`config.mk`:
```
export PLATFORM = sky130hd
export DESIGN_NAME = lsu_mem_ctrl_flat
export DESIGN_NICKNAME = d
export VERILOG_FILES = /design/src/rtl/lsu_mem_ctrl_if.sv /design/src/rtl/lsu_mem_ctrl.sv /design/src/flat_wrapper.sv
export SDC_FILE = /design/constraint.sdc
export NUM_CORES = 1
export LEC_CHECK = 0
export ABC_AREA = 1
export CELL_PAD_IN_SITES_DETAIL_PLACEMENT = 2
export CELL_PAD_IN_SITES_GLOBAL_PLACEMENT = 2
export CORE_MARGIN = 2
export CORE_UTILIZATION = 24
export CTS_CLUSTER_DIAMETER = 50
export DETAILED_ROUTE_END_ITERATION = 7
export GPL_TIMING_DRIVEN = 0
export MAX_ROUTING_LAYER = met4
export PLACE_DENSITY_LB_ADDON = 0.1
export SETUP_SLACK_MARGIN = 0.1
export SYNTH_ARGS = -nofsm -noshare
export SYNTH_HDL_FRONTEND = slang
export SYNTH_SLANG_ARGS = --single-unit
```
`constraint.sdc`:
```
create_clock -name clk -period 2.3 [get_ports clk]
set_input_delay 0.345 -clock clk [delete_from_list [all_inputs] [get_ports clk]]
set_output_delay 0.345 -clock clk [all_outputs]
set_load 0.005 [all_outputs]
```
`src/rtl/lsu_mem_ctrl_if.sv`:
```
// Load/store unit bundle: CPU request side and word-wide memory side.
// slave is the LSU view, master is the CPU+memory view.
interface lsu_mem_ctrl_if;
  logic        req;
  logic        we;
  logic [2:0]  funct3;
  logic [31:0] addr;
  logic [31:0] wdata;
  logic        stall;
  logic [31:0] rdata;
  logic        done;
  logic        err;
  logic        m_req;
  logic        m_we;
  logic [31:0] m_addr;
  logic [3:0]  m_be;
  logic [31:0] m_wdata;
  logic [31:0] m_rdata;
  logic        m_ack;

  modport slave (
    input  req, we, funct3, addr, wdata,
    input  m_rdata, m_ack,
    output stall, rdata, done, err,
    output m_req, m_we, m_addr, m_be, m_wdata
  );

  modport master (
    output req, we, funct3, addr, wdata,
    output m_rdata, m_ack,
    input  stall, rdata, done, err,
    input  m_req, m_we, m_addr, m_be, m_wdata
  );
endinterface

```
`src/rtl/lsu_mem_ctrl.sv`:
```
// Load/store unit: CPU access -> held req/ack memory transaction,
// with lane steering, load extension and error reporting.
module lsu_mem_ctrl #(
  parameter int unsigned MAX_WAIT = 15
) (
  input logic           clk,
  input logic           rst,
  lsu_mem_ctrl_if.slave bus
);

  typedef enum logic [1:0] {
    IDLE, ACCESS, DONE, ERR
  } state_t;

  state_t      r_state;
  logic [7:0]  r_cnt;
  logic        r_we;
  logic [2:0]  r_f3;
  logic [1:0]  r_lane;
  logic        r_m_req;
  logic        r_m_we;
  logic [31:0] r_m_addr;
  logic [3:0]  r_m_be;
  logic [31:0] r_m_wdata;
  logic [31:0] r_rdata;
  logic        r_done;
  logic        r_err;

  logic [1:0]  w_lane;
  logic        w_legal;
  logic        w_mis;
  logic [3:0]  w_be;
  logic [31:0] w_wdata;
  logic [15:0] w_sh;
  logic [31:0] w_ld;

  assign w_lane = bus.addr[1:0];

  assign w_legal =
    (!bus.funct3[2] && bus.funct3[1:0] != 2'b11) ||
    (!bus.we && bus.funct3[2] && !bus.funct3[1]);

  assign w_mis =
    (bus.funct3[1:0] == 2'b01 && bus.addr[0]) ||
    (bus.funct3[1:0] == 2'b10 && bus.addr[1:0] != 2'b00);

  always_comb begin
    w_be    = 4'b1111;
    w_wdata = bus.wdata;
    if (bus.we) begin
      unique case (1'b1)
        (bus.funct3[1:0] == 2'b00): begin
          w_be    = 4'b0001 << w_lane;
          w_wdata = {4{bus.wdata[7:0]}};
        end
        (bus.funct3[1:0] == 2'b01): begin
          w_be    = 4'b0011 << w_lane;
          w_wdata = {2{bus.wdata[15:0]}};
        end
        default: ;
      endcase
    end
  end

  // Low 16 bits of the read word after shifting the addressed lane down
  assign w_sh = 16'(bus.m_rdata >> {r_lane, 3'b000});

  always_comb begin
    w_ld = bus.m_rdata;
    unique case (1'b1)
      (r_f3 == 3'b000): w_ld = {{24{w_sh[7]}}, w_sh[7:0]};
      (r_f3 == 3'b001): w_ld = {{16{w_sh[15]}}, w_sh};
      (r_f3 == 3'b100): w_ld = {24'h0, w_sh[7:0]};
      (r_f3 == 3'b101): w_ld = {16'h0, w_sh};
      default: ;
    endcase
  end

  always_ff @(posedge clk or negedge rst) begin
    if (!rst) begin
      r_state   <= IDLE;
      r_cnt     <= '0;
      r_we      <= 1'b0;
      r_f3      <= '0;
      r_lane    <= '0;
      r_m_req   <= 1'b0;
      r_m_we    <= 1'b0;
      r_m_addr  <= '0;
      r_m_be    <= '0;
      r_m_wdata <= '0;
      r_rdata   <= '0;
      r_done    <= 1'b0;
      r_err     <= 1'b0;
    end else begin
      r_done <= 1'b0;
      r_err  <= 1'b0;
      unique case (r_state)
        IDLE: begin
          if (bus.req) begin
            if (!w_legal || w_mis) begin
              r_err   <= 1'b1;
              r_rdata <= '0;
              r_state <= ERR;
            end else begin
              r_we      <= bus.we;
              r_f3      <= bus.funct3;
              r_lane    <= w_lane;
              r_m_req   <= 1'b1;
              r_m_we    <= bus.we;
              r_m_addr  <= {bus.addr[31:2], 2'b00};
              r_m_be    <= w_be;
              r_m_wdata <= w_wdata;
              r_cnt     <= '0;
              r_state   <= ACCESS;
            end
          end
        end
        ACCESS: begin
          if (bus.m_ack) begin
            if (!r_we) r_rdata <= w_ld;
            r_m_req <= 1'b0;
            r_m_we  <= 1'b0;
            r_done  <= 1'b1;
            r_state <= DONE;
          end else if (r_cnt == 8'(MAX_WAIT)) begin
            r_m_req <= 1'b0;
            r_m_we  <= 1'b0;
            r_err   <= 1'b1;
            r_rdata <= '0;
            r_state <= ERR;
          end else begin
            r_cnt <= r_cnt + 8'd1;
          end
        end
        DONE: r_state <= IDLE;
        ERR:  r_state <= IDLE;
      endcase
    end
  end

  assign bus.stall   = bus.req &&
                       (r_state == IDLE || r_state == ACCESS);
  assign bus.rdata   = r_rdata;
  assign bus.done    = r_done;
  assign bus.err     = r_err;
  assign bus.m_req   = r_m_req;
  assign bus.m_we    = r_m_we;
  assign bus.m_addr  = r_m_addr;
  assign bus.m_be    = r_m_be;
  assign bus.m_wdata = r_m_wdata;

endmodule

```
`src/flat_wrapper.sv`:
```
// flat-port wrapper written by rule: the top's interface ports become plain ports
module lsu_mem_ctrl_flat 
#(
  parameter int unsigned MAX_WAIT = 15
)
  (clk, rst, bus_req, bus_we, bus_funct3, bus_addr, bus_wdata, bus_m_rdata, bus_m_ack, bus_stall, bus_rdata, bus_done, bus_err, bus_m_req, bus_m_we, bus_m_addr, bus_m_be, bus_m_wdata);
  lsu_mem_ctrl_if bus_i ();
  input logic clk;
  input logic rst;
  input wire logic [$bits(bus_i.req)-1:0] bus_req;
  input wire logic [$bits(bus_i.we)-1:0] bus_we;
  input wire logic [$bits(bus_i.funct3)-1:0] bus_funct3;
  input wire logic [$bits(bus_i.addr)-1:0] bus_addr;
  input wire logic [$bits(bus_i.wdata)-1:0] bus_wdata;
  input wire logic [$bits(bus_i.m_rdata)-1:0] bus_m_rdata;
  input wire logic [$bits(bus_i.m_ack)-1:0] bus_m_ack;
  output wire logic [$bits(bus_i.stall)-1:0] bus_stall;
  output wire logic [$bits(bus_i.rdata)-1:0] bus_rdata;
  output wire logic [$bits(bus_i.done)-1:0] bus_done;
  output wire logic [$bits(bus_i.err)-1:0] bus_err;
  output wire logic [$bits(bus_i.m_req)-1:0] bus_m_req;
  output wire logic [$bits(bus_i.m_we)-1:0] bus_m_we;
  output wire logic [$bits(bus_i.m_addr)-1:0] bus_m_addr;
  output wire logic [$bits(bus_i.m_be)-1:0] bus_m_be;
  output wire logic [$bits(bus_i.m_wdata)-1:0] bus_m_wdata;
  assign bus_i.req = bus_req;
  assign bus_i.we = bus_we;
  assign bus_i.funct3 = bus_funct3;
  assign bus_i.addr = bus_addr;
  assign bus_i.wdata = bus_wdata;
  assign bus_i.m_rdata = bus_m_rdata;
  assign bus_i.m_ack = bus_m_ack;
  assign bus_stall = bus_i.stall;
  assign bus_rdata = bus_i.rdata;
  assign bus_done = bus_i.done;
  assign bus_err = bus_i.err;
  assign bus_m_req = bus_i.m_req;
  assign bus_m_we = bus_i.m_we;
  assign bus_m_addr = bus_i.m_addr;
  assign bus_m_be = bus_i.m_be;
  assign bus_m_wdata = bus_i.m_wdata;
  lsu_mem_ctrl #(.MAX_WAIT(MAX_WAIT)) u_core (.clk(clk), .rst(rst), .bus(bus_i));
endmodule
```
Word level (Yosys, flattened, before mapping)
Cells that the tools add are included.
- register bits after elaboration: 118
- input bits: 104
- output and inout bits: 105
- logic and storage cells: 96
- add/sub/neg operators: 1
- equal/unequal tests: 17
- shifts and indexed selects: 3
- muxes and demuxes: 36
- bitwise operators: 1
- reduce and logical (&&, ||, !) cells: 25
- operator list (kind ; count):
    32-bit two-way mux ; 6
    32-bit case mux with 2 select lines ; 2
    32-bit case mux with 4 select lines ; 1
    8-bit two-way mux ; 4
    32-bit by 5-bit right shift with 16-bit output ; 1
    8-bit case mux with 2 select lines ; 1
    1-bit two-way mux ; 12
    2-bit != test, second input constant ; 5
    5-bit AND reduction ; 2
    8-bit by 1-bit adder with 8-bit output, second input constant ; 1
    8-bit by 4-bit == test with 1-bit output, second input constant ; 1
    2-bit two-way mux ; 4
    4-bit case mux with 2 select lines ; 1
    2-bit == test, second input constant ; 3
    3-bit == test, second input constant ; 2
    1-bit logical AND ; 6
    1-bit case mux with 2 select lines ; 3
    2-bit case mux with 3 select lines ; 1
    2-bit by 1-bit == test with 1-bit output, second input constant ; 2
    1-bit zero test ; 4
    2-bit zero test ; 2
    1-bit logical OR ; 4
    4-bit two-way mux ; 1
    4-bit AND reduction ; 1
    12 further kinds ; 13

Depth between registers and ports, before layout
- depth after elaboration: 9
- depth in mapped cells: 11
- depth with buffers taken out: 10

Worst setup path before layout
No wires, ideal clock.
- kind: register to register
- from: register u_core.r_cnt[0] (netlist name)
- to: register u_core.r_m_addr[20] (netlist: u_core.bus.m_addr[20])
- setup time: 0.065 ns
- data arrival time: 1.702 ns
- data required time: 2.235 ns
- slack: 0.533 ns
- cell stages (with the launch flop): 9
- buffers on the path: 1
- period minus slack after synthesis: 1.767 ns
- cells stage by stage: dfrtp_1 > ha_1 > nand3_2 > o21ai_4 > nand2_4 > nor3_4 > buf_6 > nand2_1 > nand2_1
- RTL lines (item ; RTL line ; RTL):
    end signal, assigned ; lsu_mem_ctrl.sv:110 ; r_m_addr <= {bus.addr[31:2], 2'b00};
    end, declared ; lsu_mem_ctrl.sv:22 ; logic [31:0] r_m_addr;

==> reports/metrics.yaml <==
avgSynthCellArea_um2: 7.56
cts_inserted_buffers: 17
ir_drop_mv: 0.387
start_kind: "flop"
crit_chain: "ha_1, nand3_2, o21ai_4, nand2_4, nor2_2, nand2_4, clkbuf_4, nand2_1, nand2_1"
cp_slowest_cell: "dfrtp_2"
antenna_found_initial: 2
initial_utilization: 0.242
p_per_area_nw_per_um2: 1320
finClkSkew_ns: 0.0163
drive_above_1_share: 0.0972
criticalPathCategory: "reg -> reg"
syn2layout_area_growth_pct: 53.8
syn-instance-count: 775
clk_latency_ns: 0.43
fillers: 2764
grt_overflow_total: 0
drc_errors: 0
hold_viol_final: 0
die_area_um2: 25700
syn-cell-area_um2: 5860
drv_cap: 0
final_cell_mix: "358 x nand2_1, 205 x clkdlybuf4s50_1, 117 x dfrtp_1"
drtPass1Iterations: 4
slowest_delay_ns: 0.43
cts-root-buf: "clkbuf_16"
clk_pin_slew_worst_paths_ns: 0.06
grt_max_degree: 67
arrival_ns: 2.33
placed_area_um2: 8360
clockBufferDepth: 2
ant_nets: 0
dieWidth_um: 160
routed_wl_um: 23100
dp_hpwl_um: 17200
place_ws_ns: -0.335
grt_setup_unrepaired: "no"
seq_area_frac_synth: 0.504
clock-sinks: 118
grt_pass1_vias: 6654
cp-end-kind: "flop"
max_freq_mhz: 494
final_common_cell: "nand2_1"
first_iter_violations: 234
core_um2: 24200
drt-wirelength-per-cell_um: 17.2
place.gp.congestion: 0.752
fin_nets: 1110
rows: 57
relSlewSlack: 0.595
worst_slew_pin_slew_ns: 0.607
grt_usage: 0.192
yosys_register_bits: 118
port_buffers: 206
power.leakage_nw: 4.32
status: "completed"
yosys_warnings: 0
ys_types: 30
crit_required_ns: 2.60
finalMaxSlewViolations: 0
ios: 209
dr_total_vias: 5999
tritoncts: "built"
fin_util: 0.373
hp-class: "in -> async"
path_max_fanout: 10
final_cell_area_um2: 9010
setup_viol: 0
min_period_ns: 2.02
grt_pass1_wl_um: 37100
viasPerCell: 4.46
die_h_um: 160
worst_slack_ns: 0.276
htreeDepth: 4
min_period_over_period: 0.880
==> metal layers <==
metal	share of wire	vias to the layer above	track usage
met5	0	-	-
met4	0.018	0	0.0577
met3	0.068	23	0.0626
met2	0.47	156	0.299
met1	0.44	2918	0.239
li1	-	2902	-
==> layout make-up <==
class / instances / area, um2 / area share
flip-flops and latches: 118 / 2950 / 0.328
multi-input cells: 558 / 2480 / 0.275
repair buffers: 210 / 2130 / 0.236
clock buffers: 17 / 425 / 0.0472
well taps: 324 / 405 / 0.0450
plain buffers: 38 / 236 / 0.0262
inverters: 62 / 233 / 0.0258
clock inverters: 15 / 144 / 0.0160
diodes: 2 / 5.00 / 0.000555
==> Yosys cell counts <==
master	number	area share
buf_6	7	0.013
buf_4	2	0.0026
o21ai_0	72	0.061
o21ai_4	1	0.0028
o2111ai_1	4	0.0060
inv_1	59	0.038
dfrtp_1	118	0.50
nand2_2	20	0.021
nand2_4	1	0.0019
nand3_2	1	0.0017
nor3_1	4	0.0034
xor2_1	4	0.0060
ha_1	1	0.0021
nor3_4	1	0.0028
o22ai_1	8	0.0085
o211ai_1	9	0.012
clkbuf_1	11	0.0070
nand3_1	21	0.018
inv_2	3	0.0019
nand2_1	359	0.23
buf_1	1	0.00064
o21a_1	1	0.0013
nand4_1	1	0.0011
a32o_1	1	0.0017
conb_1	1	0.00064
nor2_1	20	0.013
o21ai_1	10	0.0085
nor2_2	1	0.0011
a21oi_1	16	0.014
buf_2	17	0.015
==> cells by family after synthesis <==
kind of cell	after synthesis	share of synthesized area
and+or+nand+nor	429	0.294
AOI/OAI and AO/OA	122	0.116
DFF	118	0.504
buffers and inverters	100	0.0779
xor gates and xnor gates	4	0.00598
adders and majority gates	1	0.00213
other	1	0.000640
==> power breakdown <==
group | switching (W) | total [W] | internal, W
Clock | 0.00114 | 0.00265 | 0.00151
Sequential | 0.000517 | 0.00349 | 0.00298
Combinational | 0.00310 | 0.00577 | 0.00267
==> timing repair <==
item | 4_1_cts | 5_1_grt
endpoints found under the setup margin | 72 | 99
resized for setup | 2 | 14
pin swaps | 1 | 0
hold buffers | 1 | 0
setup buffers | 1 | 1
endpoints found under the hold margin | 52 | 0
==> metrics by stage <==
| step | std cells | power, W | hold WS (ns) | TNS, ns |
|---|---|---|---|---|
| 6_report | 1344 | 0.0119 | 0.451 | 0 |
| 5_1_grt | 1344 | 0.0130 | 0.457 | 0 |
| 4_1_cts | 1341 | 0.0122 | 0.437 | 0 |
| 3_5_place_dp | 1307 | 0.00931 | 0.355 | -26.42 |
| 3_3_place_gp | 1306 | 0.00920 | 0.462 | -549.06 |
| 2_1_floorplan | 776 | 0.00619 | 0.0494 | 0 |
==> critical path: cells and delay by family, from the launching register on <==
kind,cells,cell delay [ns]
DFF,1,0.43
and+or+nand+nor,6,0.74
buffers and inverters,1,0.24
AOI/OAI and AO/OA,1,0.28
adders and majority gates,1,0.22
==> path summary, 6_finish.rpt <==
| kind | startpoint | end | slack, ns | depth (start not counted) |
|---|---|---|---|---|
| setup / recovery | u_core.r_cnt[0] | u_core.r_lane[1] | 0.28 | 9 |
| hold / removal | rst | u_core.r_cnt[3] | 0.45 | 2 |
| setup reg to reg | u_core.r_cnt[0] | u_core.r_lane[1] | 0.28 | 9 |
| hold reg to reg | u_core.bus.m_addr[6] | u_core.bus.m_addr[6] | 0.48 | 2 |
| max in group asynchronous | rst | u_core.bus.m_addr[21] | 1.11 | 3 |
| min in group clk | bus_addr[22] | u_core.bus.m_addr[22] | 0.45 | 3 |
==> registers in the layout, summed over array words and instances, names as in the netlist <==
name                count
u_core.bus.done         1
u_core.bus.m_wdata     32
u_core.bus.m_we         1
u_core.r_we             1
u_core.bus.m_be         4
u_core.r_state          2
u_core.bus.m_req        1
u_core.r_cnt            8
u_core.bus.rdata       32
u_core.bus.m_addr      30
u_core.r_lane           2
u_core.r_f3             3
u_core.bus.err          1
No activity file was read; power rests on OpenSTA's default activity.
